[config.mk]
export PLATFORM = sky130hd
export DESIGN_NAME = match_controller
export DESIGN_NICKNAME = d
export VERILOG_FILES = /design/src/rtl/match_controller.sv
export SDC_FILE = /design/constraint.sdc
export NUM_CORES = 1
export LEC_CHECK = 0
export CORE_UTILIZATION = 56
export CTS_BUF_LIST = sky130_fd_sc_hd__clkbuf_8 sky130_fd_sc_hd__clkbuf_16
export CTS_CLUSTER_DIAMETER = 150
export CTS_CLUSTER_SIZE = 20
export DETAILED_ROUTE_END_ITERATION = 12
export PLACE_DENSITY = 0.77
export REMOVE_ABC_BUFFERS = 1
export SETUP_SLACK_MARGIN = 0.4
export SYNTH_ARGS = -nofsm -noshare
export SYNTH_HDL_FRONTEND = slang
export SYNTH_SLANG_ARGS = --single-unit
[constraint.sdc]
create_clock -name clk -period 2.69 [get_ports clk]
set_input_delay 0.538 -clock clk [delete_from_list [all_inputs] [get_ports clk]]
set_output_delay 0.538 -clock clk [all_outputs]
set_load 0.02 [all_outputs]
[src/rtl/match_controller.sv]
// match_controller: Pong match sequencer.
// Owns the match FSM (IDLE, SERVE_WAIT, PLAY, POINT, PAUSED, GAME_OVER).
// It latches difficulty and wrap mode at match start, times the serve delay
// and the post-point pause, issues the serve pulse, and keeps score up to
// WIN_SCORE.
// Optional build macro: MATCH_SERVE_ALTERNATE_EN. When it is defined,
// serve_dir toggles after every scored point. Otherwise the next serve goes
// toward the player who lost the point.
// Handshake note: the block has no valid/ready pairs. Miss pulses are
// single-cycle strobes and are only acted on in PLAY. Buttons are levels,
// and each rising edge is one event.
// The FSM state is exposed on state_out for debug and display.
module match_controller #(
  parameter int SERVE_TICKS = 50_000_000,
  parameter int PAUSE_TICKS = 25_000_000,
  parameter int WIN_SCORE   = 7
) (
  input  logic       clk,
  input  logic       reset,
  input  logic       start_btn,
  input  logic       pause_btn,
  input  logic [1:0] diff_sel,
  input  logic       wrap_sel,
  input  logic       miss_left,
  input  logic       miss_right,
  output logic       game_on,
  output logic       serve,
  output logic       serve_dir,
  output logic [1:0] diff,
  output logic       wrapping,
  output logic [3:0] score_left,
  output logic [3:0] score_right,
  output logic [1:0] winner,
  output logic [2:0] state_out
);

  localparam int MAX_TICKS = (SERVE_TICKS > PAUSE_TICKS) ? SERVE_TICKS : PAUSE_TICKS;
  localparam int CNT_W     = (MAX_TICKS > 1) ? $clog2(MAX_TICKS) : 1;
  localparam logic [CNT_W-1:0] SERVE_LOAD = CNT_W'(SERVE_TICKS - 1);
  localparam logic [CNT_W-1:0] PAUSE_LOAD = CNT_W'(PAUSE_TICKS - 1);
  localparam logic [3:0]       WIN       = 4'(WIN_SCORE);

  typedef enum logic [2:0] {
    ST_IDLE       = 3'd0,
    ST_SERVE_WAIT = 3'd1,
    ST_PLAY       = 3'd2,
    ST_POINT      = 3'd3,
    ST_PAUSED     = 3'd4,
    ST_GAME_OVER  = 3'd5
  } state_t;

  state_t           state_q, state_d;
  logic [CNT_W-1:0] cnt_q, cnt_d;
  logic             start_q, pause_q;
  logic [1:0]       diff_q, diff_d;
  logic             wrap_q, wrap_d;
  logic [3:0]       score_l_q, score_l_d, score_r_q, score_r_d;
  logic [1:0]       winner_q, winner_d;
  logic             serve_q, serve_d;
  logic             game_on_q, game_on_d;
  logic             dir_q, dir_d;
  logic             start_rise, pause_rise;

  assign start_rise = start_btn & ~start_q;
  assign pause_rise = pause_btn & ~pause_q;

  // Scores stop at 15 rather than wrapping.
  function automatic logic [3:0] sat_inc(input logic [3:0] s);
    return (s == 4'hF) ? s : s + 4'd1;
  endfunction

  // State, counter, edge registers and all registered outputs.
  always_ff @(posedge clk) begin
    if (reset) begin
      state_q   <= ST_IDLE;
      cnt_q     <= '0;
      start_q   <= 1'b0;
      pause_q   <= 1'b0;
      diff_q    <= 2'b00;
      wrap_q    <= 1'b0;
      score_l_q <= 4'd0;
      score_r_q <= 4'd0;
      winner_q  <= 2'b00;
      serve_q   <= 1'b0;
      game_on_q <= 1'b0;
      dir_q     <= 1'b1;
    end else begin
      state_q   <= state_d;
      cnt_q     <= cnt_d;
      start_q   <= start_btn;
      pause_q   <= pause_btn;
      diff_q    <= diff_d;
      wrap_q    <= wrap_d;
      score_l_q <= score_l_d;
      score_r_q <= score_r_d;
      winner_q  <= winner_d;
      serve_q   <= serve_d;
      game_on_q <= game_on_d;
      dir_q     <= dir_d;
    end
  end

  // Next-state and next-output logic. Outputs are computed from the next
  // state, so each one is registered and lines up with state_out.
  always_comb begin
    state_d   = state_q;
    cnt_d     = cnt_q;
    diff_d    = diff_q;
    wrap_d    = wrap_q;
    score_l_d = score_l_q;
    score_r_d = score_r_q;
    winner_d  = winner_q;
    serve_d   = 1'b0;
    dir_d     = dir_q;
    case (state_q)
      ST_IDLE, ST_GAME_OVER: begin
        if (start_rise) begin
          diff_d    = diff_sel;
          wrap_d    = wrap_sel;
          score_l_d = 4'd0;
          score_r_d = 4'd0;
          winner_d  = 2'b00;
          dir_d     = 1'b1;
          cnt_d     = SERVE_LOAD;
          state_d   = ST_SERVE_WAIT;
        end
      end
      ST_SERVE_WAIT: begin
        if (cnt_q == '0) begin
          state_d = ST_PLAY;
          serve_d = 1'b1;
        end else begin
          cnt_d = cnt_q - CNT_W'(1);
        end
      end
      ST_PLAY: begin
        if (miss_left && miss_right) begin
          // Both players missed in the same cycle: replay with no score
          // and no change of direction.
          cnt_d   = SERVE_LOAD;
          state_d = ST_SERVE_WAIT;
        end else if (miss_left) begin
          score_r_d = sat_inc(score_r_q);
`ifdef MATCH_SERVE_ALTERNATE_EN
          dir_d     = ~dir_q;
`else
          dir_d     = 1'b0;
`endif
          cnt_d     = PAUSE_LOAD;
          state_d   = ST_POINT;
        end else if (miss_right) begin
          score_l_d = sat_inc(score_l_q);
`ifdef MATCH_SERVE_ALTERNATE_EN
          dir_d     = ~dir_q;
`else
          dir_d     = 1'b1;
`endif
          cnt_d     = PAUSE_LOAD;
          state_d   = ST_POINT;
        end else if (pause_rise) begin
          state_d = ST_PAUSED;
        end
      end
      ST_POINT: begin
        // A winning score ends the match after a single POINT cycle.
        if (score_l_q == WIN) begin
          winner_d = 2'b01;
          state_d  = ST_GAME_OVER;
        end else if (score_r_q == WIN) begin
          winner_d = 2'b10;
          state_d  = ST_GAME_OVER;
        end else if (cnt_q == '0) begin
          cnt_d   = SERVE_LOAD;
          state_d = ST_SERVE_WAIT;
        end else begin
          cnt_d = cnt_q - CNT_W'(1);
        end
      end
      ST_PAUSED: begin
        if (pause_rise) state_d = ST_PLAY;
      end
      default: state_d = ST_IDLE;
    endcase
    game_on_d = (state_d == ST_PLAY);
  end

  assign game_on     = game_on_q;
  assign serve       = serve_q;
  assign serve_dir   = dir_q;
  assign diff        = diff_q;
  assign wrapping    = wrap_q;
  assign score_left  = score_l_q;
  assign score_right = score_r_q;
  assign winner      = winner_q;
  assign state_out   = state_q;

endmodule
==> impl_metrics.ini <==
[synthesis]
synth.cells.most_frequent = dfxtp_1 (47), nor2_1 (36), nand2_1 (32)
syn_area_um2 = 2650
number_of_standard_cells_after_synthesis = 326
synth_area_leader_cell = dfxtp_1
ys_top_cells_by_area = dfxtp_1 (36%), nor2_1 (5.1%), nand2_1 (4.5%)
yosys_warnings = 0
synth_seq_cells = 47
yosys_most_used_dff = dfxtp_1
post_synth_num_cell_types = 62
synth_most_common_cell = dfxtp_1
yosys.area.top_type_share = 0.355
synthArstFlopShare = 0
portion_of_the_post_synthesis_area_used_by_sequential_elements = 0.355
synth_edf_count = 0
syn-mean-instance-area_um2 = 8.13

[worst_hold_path]
hp_start = cnt_q[0]$_SDFFE_PP0P_
worst_hold_path_type = reg -> reg
hold_path_cell_cnt = 1
timing.hold.worst_endpoint = cnt_q[0]$_SDFFE_PP0P_

[power]
p_leak_nw = 1.21
power_frac_seq = 0.488
combPwrFrac = 0.247
power.share.switching = 0.323
clkPwrFrac = 0.266
pwr_density_cell_nw_per_um2 = 510
totalPowerFinal_mw = 1.63
power.net_switching_mw = 0.528
power.ir.vdd_worst_mv = 0.308
cell_internal_pwr_mw = 1.11

[timing]
fmaxAchievable_mhz = 457
grt_setup_unrepaired = true
skew_ns = 0.00809
setup_violations = 0
totalNegativeSetupSlack_ns = 0
worst-slew-pin-transition_ns = 0.456
final_period_minus_worst_setup_slack_ns = 2.19
slew_viol_final = 0
post-route-worst-setup-slack_ns = 0.503
hold_viol_final = 0
final_min_period_over_clock_period = 0.813
timing.max_slew.rel_slack = 0.694

[worst_setup_path]
start_kind = flip-flop
critical_path_peak_fanout = 8
cp.arrival_ns = 2.43
timing.critical_path.cells = or4_4 > nor4_4 > nand4_1 > and2_4 > a41o_1 > a21oi_2
timing.reg2reg.worst_path_depth = 6
critical_path.top_delay_family = simple AND/OR/NAND/NOR gates
regToRegEndpoint = cnt_q[2]$_SDFFE_PP0P_
regToRegSetupSlack_ns = 0.50
crit_type = reg -> reg
critical-path-slowest-cell = or4_4
cpPeakStageDelay_ns = 0.60
crit_path_end_kind = flip-flop
timing.rr.start = cnt_q[5]$_SDFFE_PP0P_
cp.required_ns = 2.93
crit_buf_inv = 0

[placement]
preCtsSetupSlack_ns = 0.0342
gpl.final_weighted_congestion = 0.864
port_buffer_count = 27
place.detailed.hpwl_mm = 4.53

[layout]
antenna_cells = 0
areaGrowthSynthToFinish_pct = 21.1
fill_cells = 351
finish.net_count = 380
utilization = 0.722
drive_gt1_frac = 0.176

[global_route]
grt_start_max_net_pins = 34
grt_remaining_overflow = 0
grt_pass1_vias = 2349
grt_first_pass_wirelength_mm = 10.8
groute.usage.overall = 0.268
antenna_found_initial = 0

[route]
ant_nets = 0
drc_violations_left = 0
post_drt_wl_per_cell_um = 15.7
drt-total-wl_mm = 6.60
detail_route.vias_per_cell = 6.09
route.vias.total = 2565
drt_iter0_drc = 259
drt_pass1_iterations = 4

[run]
maxCapViolations = 0

[clock_network]
clock_tree_from_tritoncts = done
cts_root_buf = clkbuf_8
clock_tree.buffer_depth = 2
h_tree_levels = 2
clock_insertion_delay_worst_skew_ns = 0.30
numCtsBuffers = 5
total_clock_sinks = 47
path_clk_slew_ns = 0.09

[die]
placement_rows = 24
floorplan.initialDensity = 0.596
chipHeight_um = 70.8
die_width_um = 70.8
floorplan.core_area_um2 = 4440
boundaryPins = 28
fp.dieArea_um2 = 5010

[status]
outcome = completed
==> repair_timing <==
item                                    4_1_cts  5_1_grt
endpoints found under the setup margin       22       27
resized for setup                             4       11
pin swaps                                     1        6
setup buffers                                 0        1
endpoints found under the hold margin         0        0
hold buffers                                  0        0
gates cloned                                  0        2
==> power groups by stage <==
stage | clock, mW | sequential, mW | combinational, mW
4_1_cts | 0.439 | 0.792 | 0.379
3_5_place_dp | 0 | 0.807 | 0.370
5_1_grt | 0.473 | 0.806 | 0.442
3_3_place_gp | 0 | 0.806 | 0.365
2_1_floorplan | 0 | 0.807 | 0.237
6_report | 0.434 | 0.798 | 0.403
==> cell usage in the layout, fill, tap and decap left out, drive strengths merged, types with 6 or more instances in the layout <==
| cell | synthesis | final |
|---|---|---|
| nor4 | 8 | 8 |
| dfxtp | 47 | 47 |
| xor2 | 6 | 6 |
| nor3 | 12 | 12 |
| clkdlybuf4s50 | 0 | 27 |
| nor2 | 36 | 36 |
| mux2i | 6 | 6 |
| nor2b | 6 | 6 |
| nand3 | 12 | 12 |
| buf | 7 | 22 |
| or3 | 8 | 8 |
| nand4 | 6 | 6 |
| inv | 13 | 13 |
| nand2 | 32 | 32 |
| o21ai | 20 | 20 |
| nand2b | 7 | 7 |
| a211oi | 6 | 6 |
| a21oi | 19 | 19 |
==> worst reg2reg max path: stages, from the launching register on <==
cell and delay, ns:
dfxtp_1 0.41, or4_4 0.61, nor4_4 0.30, nand4_1 0.24, and2_4 0.23, a41o_1 0.25
a21oi_2 0.09
==> registers in the layout, indices dropped and copies added (netlist names), 2 cells and up <==
register and cells:
diff 2, winner 2, score_left 4, state_out 3, cnt_q 26, score_right 4
==> cell type report <==
cell class / count / area, µm² / area share
timing repair buffer: 49 / 435 / 0.136
sequential: 47 / 943 / 0.294
inverter: 13 / 48.8 / 0.0152
clock buffer: 5 / 68.8 / 0.0215
multi-input combinational: 252 / 1630 / 0.507
clock inverter: 3 / 20.0 / 0.00624
tap: 52 / 65.1 / 0.0203
==> worst max-delay path by stage <==
stage / from / end / slack (ns) / cells after the start
after floorplan: cnt_q[0]$_SDFFE_PP0P_ / cnt_q[2]$_SDFFE_PP0P_ / 0.41 / 8
after global placement: start_btn / cnt_q[25]$_SDFFE_PP0P_ / 0.09 / 7
after detailed placement: miss_right / cnt_q[12]$_SDFFE_PP0P_ / 0.03 / 7
after CTS: cnt_q[0]$_SDFFE_PP0P_ / cnt_q[2]$_SDFFE_PP0P_ / 0.39 / 8
after global routing: cnt_q[1]$_SDFFE_PP0P_ / cnt_q[22]$_SDFFE_PP0P_ / 0.32 / 9
final: cnt_q[5]$_SDFFE_PP0P_ / cnt_q[2]$_SDFFE_PP0P_ / 0.50 / 6
==> per-layer routing <==
metal	track usage	routed length (µm)	vias to the layer above
met5	0	0	-
met4	0.109	108	0
met3	0.0484	395	10
met2	0.466	3240	94
met1	0.328	2850	1190
li1	-	-	1271
==> stage by stage <==
stage	hold slack (ns)	cells	cell area [µm²]
after CTS	0.480	418	3140
after detailed placement	0.453	410	3040
after floorplan	0.423	310	2550
after global placement	0.455	410	3040
after global routing	0.488	421	3210
final	0.475	421	3210
==> cells by family after synthesis <==
| family | Yosys count | share of synthesized area |
|---|---|---|
| AND/OR/NAND/NOR | 144 | 0.297 |
| AO/OA/AOI/OAI | 88 | 0.225 |
| flip-flops | 47 | 0.355 |
| buffers and inverters | 29 | 0.0553 |
| XOR/XNOR | 8 | 0.0265 |
| multiplexers | 7 | 0.0269 |
| adder cells (fa/ha/maj) | 3 | 0.0142 |
(Power assumes the default switching activity.)
==> RTL edit 1, RTL diff (config.mk and constraints unchanged) <==
The parameter `PAUSE_TICKS` goes from 25_000_000 to 12_500_000.
--- a/src/rtl/match_controller.sv
+++ b/src/rtl/match_controller.sv
@@ -13,5 +13,5 @@
 module match_controller #(
   parameter int SERVE_TICKS = 50_000_000,
-  parameter int PAUSE_TICKS = 25_000_000,
+  parameter int PAUSE_TICKS = 12_500_000,
   parameter int WIN_SCORE   = 7
 ) (
Behaviour: same outputs for any inputs over 10 cycles, from zero or initial values and one cycle with reset high; that may be too few to reach the edited logic, so the function may still have changed.
==> RTL edit 1 against the unedited design <==
  * Worst setup slack got worse by 210 ps
  * Die area decreased by 3.9%
  * Power increased by 17%
  * Critical path depth increased by 2
  * Sequential cell count unchanged
  * Routed wire length increased by 25%
  * Cell area increased by 9.1%
  * Via count increased by 13%
  * Fmax decreased by 8.9%
  * Global-route usage increased by 4.0 points
  * Area after synthesis decreased by 4.0%
  * Count of clock-buffer cells in the layout unchanged
==> RTL edit 1: results (changes against the unedited design) <==
By area the synthesized netlist is led by dfxtp_1 (37%), nor2_1 (5.5%), a21oi_1 (5.3%). The maximum number of pins on one net before global-route repair came to 24 (-29%). The destination of the worst hold path is winner[0]. The register fraction of the total cell area came out at 27.06% (-2.4 points). The met1 demand-to-capacity share in global routing came to 36.13% (+3.4 points). In this run the most critical hold path is launched from winner[0]. The worst slack at placement came out at 24.98 ps (-9.206 ps). The maximum fanout along the worst path is 3 (-5). The routed length on met3 came out at 843 um (+110%). The non-clock buffer total of the final layout is 69 (+41%). The sequential element share of the synthesized area came to 37.01% (+1.5 points). The clock network contribution to total cell area came out at 3.897% (+1.1 points). The layout multi-input combinational cell count is 241 (-4.4%).

The via count of the first global-routing pass came out at 2632 (+12%). The adder-cell area share of the yosys netlist was 1.870% (+0.45 points). The part of the total power dissipated in sequential elements is 41.5% (-7.3 points). The time the worst path needs with I/O delays and setup is 2402 ps (+215.0 ps). The weighted congestion at the end of routability-driven global placement came to 0.8789 (+1.7%).

The count of TritonRoute iterations in the first routing pass is 5 (+1). The layout buffering overhead excluding clock cells is 17.34% (+3.8 points). The run finished with clean final reports. The average detailed-routed wire length per instance was 19.34 um (+23%).

The ratio of cells with drive above 1 in the final layout is 25.87% (+8.3 points). The slack of the worst reg-to-reg path is 290 ps (-210 ps). The amount of wire on met2 after detailed routing is 3.778 mm (+17%). The highest ir drop seen on vdd came out at 0.0003436 V (+12%).

The later-pin clock latency in the skew report came to 330 ps (+30 ps). The count of different cell masters after synthesis came to 56 (-9.7%). The routed metal-1 wire length came out at 3.211 mm (+13%).

The number of ordinary inverters in the final layout is 10 (-3). The share of total power in the clock network is 33.4% (+6.8 points). The met2 layer usage reported by global route is 50.59% (+4.0 points). The worst hold margin came out at 485.7 ps (+10.73 ps). The path depth of the worst reg2reg path came to 8 (+2). Sorting the synthesized cells by how often they occur yields dfxtp_1 (47), nor2_1 (37), a21oi_1 (27), nand2_1 (24), o21ai_0 (14). The relative slew slack came out at 60.06% (-9.3 points). The layout filler cell count came out at 275 (-22%). The arrival time at the worst endpoint came out at 2630 ps (+200 ps). The area fraction in compound gates after synthesis came out at 25.89% (+3.4 points). The post-placement cell count is 401 (-2.2%). The synthesized instance count came to 314 (-3.7%).
RTL edit 1: changes by cell type after synthesis, sizes merged, moves of 5 or more:
| cell | before | now |
|---|---|---|
| nand2 | 32 | 24 |
| a21oi | 19 | 27 |
| nor4 | 8 | 3 |
| a22oi | 5 | 0 |
| a311oi | 2 | 11 |
| or3 | 8 | 2 |
RTL edit 1: what timing repair did:
action	CTS	global route
setup buffers	7	7
endpoints found under the setup margin	27	26
pin swaps	11	22
resized for setup	24	37
cloned	3	1
RTL edit 1: stage by stage:
step / TNS (ps) / total power, mW / instance area [um^2]
final: 0 / 1.915 / 3500
after CTS: 0 / 1.824 / 3298
after detailed placement: 0 / 1.156 / 2983
after floorplan: -3348 / 1.009 / 2460
after global routing: 0 / 1.970 / 3500
after global placement: 0 / 1.148 / 2983
RTL edit 1: worst reg2reg max path: cells and delay by family, from the launching register on:
family                 cells  cell delay, ps
AO/OA/AOI/OAI              2             430
flip-flops                 1             330
buffers and inverters      2             330
AND/OR/NAND/NOR            4            1230
==> RTL edit 2, RTL diff (same settings) <==
Without the edit above. Put one more register stage on the output `diff`, cleared by the reset. The value now appears one clock later. The other outputs are not delayed to match.
--- a/src/rtl/match_controller.sv
+++ b/src/rtl/match_controller.sv
@@ -188,5 +188,11 @@
   assign serve       = serve_q;
   assign serve_dir   = dir_q;
-  assign diff        = diff_q;
+  always_ff @(posedge clk) begin
+    if (reset) begin
+      diff <= '0;
+    end else begin
+      diff <= diff_q;
+    end
+  end
   assign wrapping    = wrap_q;
   assign score_left  = score_l_q;
Function: changed (a bounded check fails within 4 cycles, from zero or initial values and one cycle with reset high).
==> RTL edit 2 against the unedited design <==
  * Sequential power up 7.0%
  * Clock power up 46%
  * Routed wire length up 18%
  * Sequential cell count up 2
  * Largest power group unchanged
  * Cell area up 13%
  * Worst setup slack worse by 200 ps
  * Power up 25%
  * Worst hold slack worse by 3.1 ps
  * Clock skew up 4.2 ps
  * Area after synthesis up 3.3%
==> RTL edit 2: results (changes against the unedited design) <==
The detailed-route via count came out at 2851 (+11%). The cell-internal power came out at 1.397 mW (+26%). The fraction of synthesized area in multiplexers came out at 2.606% (-0.086 points).

The arrival time at the worst endpoint came out at 2580 ps (+150 ps). The placement-stage cell area came out at 0.003196 mm^2 (+5.0%). The maximum number of pins on one net before global-route repair was 44 (+29%). The count of different cell masters after synthesis is 59 (-4.8%). The power drawn by the combinational cells is 560 uW (+39%). In this run the most critical hold path is launched from diff_q[0]. The routed length on met3 came to 527 um (+33%). The path depth of the worst reg2reg path is 11 (+5). The largest individual stage delay along the critical path comes from the cell dfxtp_2.

The met2 layer usage reported by global route is 48.11% (+1.5 points). The number of ordinary inverters in the final layout is 12 (-1). The synthesized instance count is 339 (+4.0%). The non-clock buffer total of the final layout came out at 59 (+20%).

After synthesis, the cell types taking the most area are dfxtp_1 (36%), nor2_1 (6.6%), nor3_1 (5.5%). The area fraction in compound gates after synthesis came out at 20.62% (-1.9 points). The global-route total usage across every layer was 29.78% (+3.0 points).

The weighted congestion at the end of routability-driven global placement came out at 0.8581 (-0.71%). By count the netlist is led by dfxtp_1 (49), nor2_1 (48), nor3_1 (30), a21oi_1 (27), nand2_1 (13). The end of the worst register-to-register path is cnt_q[12]. The leakage power of the design came out at 1.390 nW (+15%).

The layout filler cell count came out at 331 (-5.7%). The post-placement cell count is 439 (+7.1%). The worst slack at placement is 74.22 ps (+40.03 ps). The via count of the first global-routing pass came out at 2517 (+7.2%). The number of flip-flops and latches in the synthesized netlist came out at 49 (+4.3%). The area of combinational cells with multiple inputs is 0.001813 mm^2 (+12%).

The met1 demand-to-capacity share in global routing came out at 39.46% (+6.7 points). The adder-cell area share of the yosys netlist came to 1.372% (-0.045 points). The sequential element share of the synthesized area is 35.85% (+0.33 points).

The run finished with clean final reports. The register fraction of the total cell area came out at 27.28% (-2.1 points).
[RTL edit 2: cell types whose count changed in the layout (fill, tap and decap cells not counted), sizes merged, moves of 6 or more]
cell / before / now
buf: 22 / 32
nand3b: 0 / 7
o21ai: 20 / 9
nor3: 12 / 30
and3: 1 / 8
nor2: 36 / 48
o2bb2ai: 0 / 6
nand2: 32 / 13
a21oi: 19 / 27
[RTL edit 2: worst reg2reg max path, stage by stage (launching register included)]
cell      delay [ps]
dfxtp_2          340
inv_2             80
ha_4             130
buf_4            130
nor4b_2          220
buf_4            160
nand3_1          180
buf_4            230
nor3_1           240
or4_1            160
a21oi_1           70
a311oi_1         340
[RTL edit 2: worst max path at each step]
stage / from / end / cells after the start
after floorplan: state_out[1] / cnt_q[22] / 6
after global placement: miss_right / cnt_q[25] / 8
after global routing: cnt_q[0] / cnt_q[12] / 11
after detailed placement: miss_right / cnt_q[25] / 8
final: cnt_q[0] / cnt_q[12] / 11
after CTS: cnt_q[0] / cnt_q[5] / 9
